<file path="src/rtl/stopwatch_counter_if.sv">
// Control/status bundle between the stopwatch controller and the counter datapath.
interface stopwatch_counter_if;
  logic        running;
  logic        direction;
  logic        clear_pulse;
  logic        load;
  logic [15:0] preset_bcd;
  logic [15:0] bcd;
  logic        at_zero;
  logic        tick;
  logic        wrap;
  logic        expire;

  // Controller side: drives commands, observes the count.
  modport master (
    output running, direction, clear_pulse, load, preset_bcd,
    input  bcd, at_zero, tick, wrap, expire
  );

  // Counter side: consumes commands, returns the count.
  modport slave (
    input  running, direction, clear_pulse, load, preset_bcd,
    output bcd, at_zero, tick, wrap, expire
  );
endinterface

</file>
<file path="src/rtl/stopwatch_counter.sv">
// Stopwatch timekeeping datapath: prescaler down to the count rate and an
// MM:SS BCD up/down counter with preset load, clear and status pulses.
module stopwatch_counter #(
  parameter int unsigned CLK_HZ  = 100_000_000,
  parameter int unsigned TICK_HZ = 1
) (
  input  logic               clock,
  input  logic               reset,
  stopwatch_counter_if.slave bus
);

  localparam int unsigned DIV = CLK_HZ / TICK_HZ;
  localparam int unsigned PW  = (DIV > 1) ? $clog2(DIV) : 1;
  localparam logic [PW-1:0] PRESC_LAST = PW'(DIV - 1);

  logic [PW-1:0] presc;
  logic [15:0]   bcd_q;
  logic          tick_q;
  logic          wrap_q;
  logic          expire_q;

  logic [3:0]    s0, s1, m0, m1;
  logic          step;
  logic [15:0]   up_bcd;
  logic          up_wrap;
  logic [15:0]   dn_bcd;
  logic          dn_expire;

  // Per-digit clamp of an out-of-range preset: units to 9, tens to 5.
  function automatic logic [15:0] clamp_preset(input logic [15:0] p);
    logic [3:0] c_m1, c_m0, c_s1, c_s0;
    c_m1 = (p[15:12] > 4'd5) ? 4'd5 : p[15:12];
    c_m0 = (p[11:8]  > 4'd9) ? 4'd9 : p[11:8];
    c_s1 = (p[7:4]   > 4'd5) ? 4'd5 : p[7:4];
    c_s0 = (p[3:0]   > 4'd9) ? 4'd9 : p[3:0];
    return {c_m1, c_m0, c_s1, c_s0};
  endfunction

  assign s0   = bcd_q[3:0];
  assign s1   = bcd_q[7:4];
  assign m0   = bcd_q[11:8];
  assign m1   = bcd_q[15:12];
  assign step = bus.running && (presc == PRESC_LAST);

  // Incremented count with digit carries; wrap flags the 59:59 rollover.
  always_comb begin
    up_bcd  = bcd_q;
    up_wrap = 1'b0;
    if (s0 != 4'd9) begin
      up_bcd[3:0] = s0 + 4'd1;
    end else begin
      up_bcd[3:0] = '0;
      if (s1 != 4'd5) begin
        up_bcd[7:4] = s1 + 4'd1;
      end else begin
        up_bcd[7:4] = '0;
        if (m0 != 4'd9) begin
          up_bcd[11:8] = m0 + 4'd1;
        end else begin
          up_bcd[11:8] = '0;
          if (m1 != 4'd5) begin
            up_bcd[15:12] = m1 + 4'd1;
          end else begin
            up_bcd[15:12] = '0;
            up_wrap       = 1'b1;
          end
        end
      end
    end
  end

  // Decremented count with digit borrows; saturates at 00:00.
  always_comb begin
    dn_bcd    = bcd_q;
    dn_expire = 1'b0;
    if (bcd_q != '0) begin
      if (s0 != 4'd0) begin
        dn_bcd[3:0] = s0 - 4'd1;
      end else begin
        dn_bcd[3:0] = 4'd9;
        if (s1 != 4'd0) begin
          dn_bcd[7:4] = s1 - 4'd1;
        end else begin
          dn_bcd[7:4] = 4'd5;
          if (m0 != 4'd0) begin
            dn_bcd[11:8] = m0 - 4'd1;
          end else begin
            dn_bcd[11:8]  = 4'd9;
            dn_bcd[15:12] = m1 - 4'd1;
          end
        end
      end
      dn_expire = (bcd_q == 16'h0001);
    end
  end

  // Prescaler, count register and one-cycle status pulses; clear > load > step.
  always_ff @(posedge clock or posedge reset) begin
    if (reset) begin
      presc    <= '0;
      bcd_q    <= '0;
      tick_q   <= 1'b0;
      wrap_q   <= 1'b0;
      expire_q <= 1'b0;
    end else begin
      tick_q   <= 1'b0;
      wrap_q   <= 1'b0;
      expire_q <= 1'b0;
      if (bus.running) begin
        presc <= step ? '0 : presc + 1'b1;
      end
      if (bus.clear_pulse) begin
        bcd_q <= '0;
        presc <= '0;
      end else if (bus.load && !bus.running) begin
        bcd_q <= clamp_preset(bus.preset_bcd);
        presc <= '0;
      end else if (step) begin
        tick_q <= 1'b1;
        if (bus.direction) begin
          bcd_q  <= up_bcd;
          wrap_q <= up_wrap;
        end else begin
          bcd_q    <= dn_bcd;
          expire_q <= dn_expire;
        end
      end
    end
  end

  assign bus.bcd     = bcd_q;
  assign bus.at_zero = (bcd_q == '0);
  assign bus.tick    = tick_q;
  assign bus.wrap    = wrap_q;
  assign bus.expire  = expire_q;

endmodule
</file>
<file path="src/flat_wrapper.sv">
// flat-port wrapper written by rule: the top's interface ports become plain ports
module stopwatch_counter_flat 
#(
  parameter int unsigned CLK_HZ  = 100_000_000,
  parameter int unsigned TICK_HZ = 1
)
  (clock, reset, bus_running, bus_direction, bus_clear_pulse, bus_load, bus_preset_bcd, bus_bcd, bus_at_zero, bus_tick, bus_wrap, bus_expire);
  stopwatch_counter_if bus_i ();
  input  logic clock;
  input  logic reset;
  input wire logic [$bits(bus_i.running)-1:0] bus_running;
  input wire logic [$bits(bus_i.direction)-1:0] bus_direction;
  input wire logic [$bits(bus_i.clear_pulse)-1:0] bus_clear_pulse;
  input wire logic [$bits(bus_i.load)-1:0] bus_load;
  input wire logic [$bits(bus_i.preset_bcd)-1:0] bus_preset_bcd;
  output wire logic [$bits(bus_i.bcd)-1:0] bus_bcd;
  output wire logic [$bits(bus_i.at_zero)-1:0] bus_at_zero;
  output wire logic [$bits(bus_i.tick)-1:0] bus_tick;
  output wire logic [$bits(bus_i.wrap)-1:0] bus_wrap;
  output wire logic [$bits(bus_i.expire)-1:0] bus_expire;
  assign bus_i.running = bus_running;
  assign bus_i.direction = bus_direction;
  assign bus_i.clear_pulse = bus_clear_pulse;
  assign bus_i.load = bus_load;
  assign bus_i.preset_bcd = bus_preset_bcd;
  assign bus_bcd = bus_i.bcd;
  assign bus_at_zero = bus_i.at_zero;
  assign bus_tick = bus_i.tick;
  assign bus_wrap = bus_i.wrap;
  assign bus_expire = bus_i.expire;
  stopwatch_counter #(.CLK_HZ(CLK_HZ), .TICK_HZ(TICK_HZ)) u_core (.clock(clock), .reset(reset), .bus(bus_i));
endmodule
</file>
<file path="config.mk">
export PLATFORM = sky130hd
export DESIGN_NAME = stopwatch_counter_flat
export DESIGN_NICKNAME = d
export VERILOG_FILES = /design/src/rtl/stopwatch_counter_if.sv /design/src/rtl/stopwatch_counter.sv /design/src/flat_wrapper.sv
export SDC_FILE = /design/constraint.sdc
export NUM_CORES = 1
export LEC_CHECK = 0
export BUFFER_PORTS_ARGS = -buffer_cell sky130_fd_sc_hd__buf_2
export CAP_MARGIN = 20
export CELL_PAD_IN_SITES_DETAIL_PLACEMENT = 2
export CELL_PAD_IN_SITES_GLOBAL_PLACEMENT = 2
export CORE_ASPECT_RATIO = 1.2
export CORE_MARGIN = 2
export CORE_UTILIZATION = 38
export DETAILED_ROUTE_END_ITERATION = 12
export PLACE_DENSITY_LB_ADDON = 0.25
export SLEW_MARGIN = 20
export SYNTH_ARGS = -nofsm -noshare
export SYNTH_HDL_FRONTEND = slang
export SYNTH_SLANG_ARGS = --single-unit
</file>
<file path="constraint.sdc">
create_clock -name clock -period 7.32 [get_ports clock]
set_input_delay 0.366 -clock clock [delete_from_list [all_inputs] [get_ports clock]]
set_output_delay 0.366 -clock clock [all_outputs]
set_load 0.1 [all_outputs]
</file>
==> metrics.md <==
| Metric | Value |
|---|---|
| Status | finished, final reports clean |
| Hold slack | 0.177 ns |
| Synth async-reset ratio | 1.00 |
| Setup-failing EPs final | 0 |
| Slew @ Worst Pin | 0.856 ns |
| Register area share after synthesis | 0.352 |
| Full die area | 9360 sq um |
| Instance area at placement | 3550 sq um |
| Ant diodes | 0 |
| Initial core utilization | 0.386 |
| Total wire length | 10.6 mm |
| Die height | 106 um |
| Worst clock skew | 0.0120 ns |
| Antenna violations before repair | 0 |
| Synth top area share | 0.352 |
| Max stage delay cell, worst path | or3b_2 |
| Largest net degree at the start of global routing | 47 |
| Post-CTS Setup Inserts | 0 |
| Critical R2R Launch | u_core.bus.bcd[0]$_DFFE_PP0P_ |
| Via Count | ~3.1k |
| I/O Buffers | 41 |
| Clock sink count | 46 |
| DRC violations left | 0 |
| Post-synth EDFFs | 0 |
| TritonCTS buffer count | 5 |
| Cells resized by post-CTS repair | 0 |
| Fin Setup TNS | 0 ns |
| Hold Vio Cnt, Final | 0 |
| Worst slew margin | 0.430 |
| Syn_nets | approximately 420 |
| Pins over their slew limit | 0 |
| H-tree depth | 2 |
| Wire per inst | 19.8 um |
| Syn Inst Count | 385 |
| Share of cells above drive strength 1 | 0.151 |
| CP max FO | 8 |
| Hold Buf Count CTS | 0 |
| Initial DRC Count | 124 |
| Congestion Overflow GR | 0 |
| Final nets | 451 |
| Final Wtd Congestion | 0.819 |
| Leakage dissipation | about 1.5 nW |
| WP data required | 7.51 ns |
| CTS tree | yes |
| Total core area | around 8500 sq um |
| Mean Syn Cell Area | 8.49 sq um |
| Max-Cap Viols | 0 |
| Multi-input logic area | 1970 sq um |
| Router iterations before antenna repair | 4 |
| IO Count | 42 |
| Area contributors post-synth | dfrtp_1, ha_1, xnor2_1 |
| ANT nets after route | 0 |
| Core Rows | 37 |
| Tcrit/Tclk final | 0.404 |
| Area grow syn2layout | 12.7% |
| Flops & latches, synth | 46 |
| First-pass GRT wire length | 17.5 mm |
| Synth unique cells | 60 |
| Critical R2R Capture | u_core.bus.bcd[5]$_DFFE_PP0P_ |
| Register area | 1150 sq um |
| Critical path class | reg -> reg |
| Max Fclk | 0.338 GHz |
| Flop2flop setup slack | 4.37 ns |
| Synth cell count leaders | dfrtp_1, nor2_1, nand3_1 |
| FF-to-FF path depth | 7 |
| Dpl hpwl | 7.72 mm |
| WP data arrival | 3.15 ns |
| Critical Path End Type | flip-flop |
| Maximum vdd drop | 0.0693 mV |
| Type of origin of the critical path | flip-flop |
| CTS max path bufs | 2 |
| Die W | 88.7 um |
| Mapped Area | 3270 sq um |
| Top_reg_cell synth | dfrtp_1 |
| Vias in the first global route | 3408 |
| Post-synth top area cell | dfrtp_1 |
| Tmin final | ~3.0 ns |
| Drt via density | ~5.9 |
| Global Route Usage Sum | 0.239 |
| CP Cell Sequence | inv_1, ha_1, or3b_2, nand4b_1, nand4_1, a21oi_1, a311oi_1 |
| Power Density | 163 nW/um^2 |
| Clk Latency, worst-skew pair | 0.31 ns |
| Hold crit path type | in -> async |
| Finished Cell Area | approximately 3700 sq um |
| RSZ-0062 raised after global routing | no |
| Max incr delay on CP | 0.52 ns |
| Yosys warnings | 0 |
| Most common cell in the netlist | dfrtp_1 |
| CTS root buffer | clkbuf_8 |
| Worst-path clk slew | 0.10 ns |
| Fill cell count | 965 |
## cell families (layout without fill, tap and decap cells)
logic type | after synthesis | count (layout) | synth area share
AO/OA/AOI/OAI | 77 | 77 | 0.165
buffers and inverters | 40 | 71 | 0.0463
multiplexers | 4 | 4 | 0.0126
XOR/XNOR | 27 | 27 | 0.0723
AND/OR/NAND/NOR | 177 | 177 | 0.298
adder cells (fa/ha/maj) | 14 | 14 | 0.0536
flip-flops | 46 | 46 | 0.352
## flip-flops by register name, indices dropped and copies added (netlist names)
signal / flops
u_core.bus.bcd: 16
u_core.bus.expire: 1
u_core.bus.tick: 1
u_core.bus.wrap: 1
u_core.presc: 27
## metrics by stage
| step | worst slack, ns | cells | power, mW | util |
|---|---|---|---|---|
| 6_report | 4.37 | 533 | 0.602 | 0.435 |
| 5_1_grt | 4.14 | 533 | 0.626 | 0.435 |
| 4_1_cts | 4.37 | 532 | 0.605 | 0.433 |
| 3_5_place_dp | 4.43 | 524 | 0.403 | 0.419 |
| 3_3_place_gp | 4.56 | 524 | 0.398 | 0.419 |
| 2_1_floorplan | 3.04 | 385 | 0.367 | - |
## how the worst max path moves through the flow
stage,startpoint,slack (ns),end,cells after the start
after floorplan,u_core.bus.bcd[4]$_DFFE_PP0P_,3.04,bus_at_zero,5
after global placement,u_core.bus.bcd[0]$_DFFE_PP0P_,4.56,u_core.bus.bcd[5]$_DFFE_PP0P_,7
after detailed placement,u_core.bus.bcd[0]$_DFFE_PP0P_,4.43,u_core.bus.bcd[5]$_DFFE_PP0P_,7
after CTS,u_core.bus.bcd[4]$_DFFE_PP0P_,4.37,bus_at_zero,6
after global routing,u_core.bus.bcd[4]$_DFFE_PP0P_,4.14,bus_at_zero,6
final,u_core.bus.bcd[0]$_DFFE_PP0P_,4.37,u_core.bus.bcd[5]$_DFFE_PP0P_,7
## layout by cell type (no fill, tap or decap), drive strengths merged, types with 10 or more instances in the layout
master and count:
nand2 23, ha 14, nor2 43, xnor2 20
nor3 14, nand3 26, a21oi 14, inv 18
dfrtp 46, nand4 15, a211oi 10, nor4 12
o21ai 12, buf 43
## layer usage
metal  GRT usage  share of wire
met1       0.289           0.42
met2       0.431           0.53
met3      0.0290          0.021
met4      0.0703          0.022
met5           0              0
## cell type report
type / count / area share
well taps: 117 / 0.0397
multi-input cells: 299 / 0.534
repair buffers: 43 / 0.0618
clock buffers: 5 / 0.0187
flip-flops and latches: 46 / 0.312
clock inverters: 3 / 0.0122
inverters: 20 / 0.0207
## power by group
part           internal [mW]  leakage [nW]  switching, mW
Sequential             0.258         0.635         0.0107
Clock                  0.102        0.0504          0.102
Combinational         0.0350         0.815         0.0942
## worst max-delay path, delay by kind of cell, from the launching register on
family                     cells  cell delay (ns)
adders and majority gates      1             0.30
DFF                            1             0.47
AOI/OAI and AO/OA              2             0.49
buffers and inverters          1             0.11
and+or+nand+nor                3             1.45
Note: power is estimated with default switching activity, not from simulation.
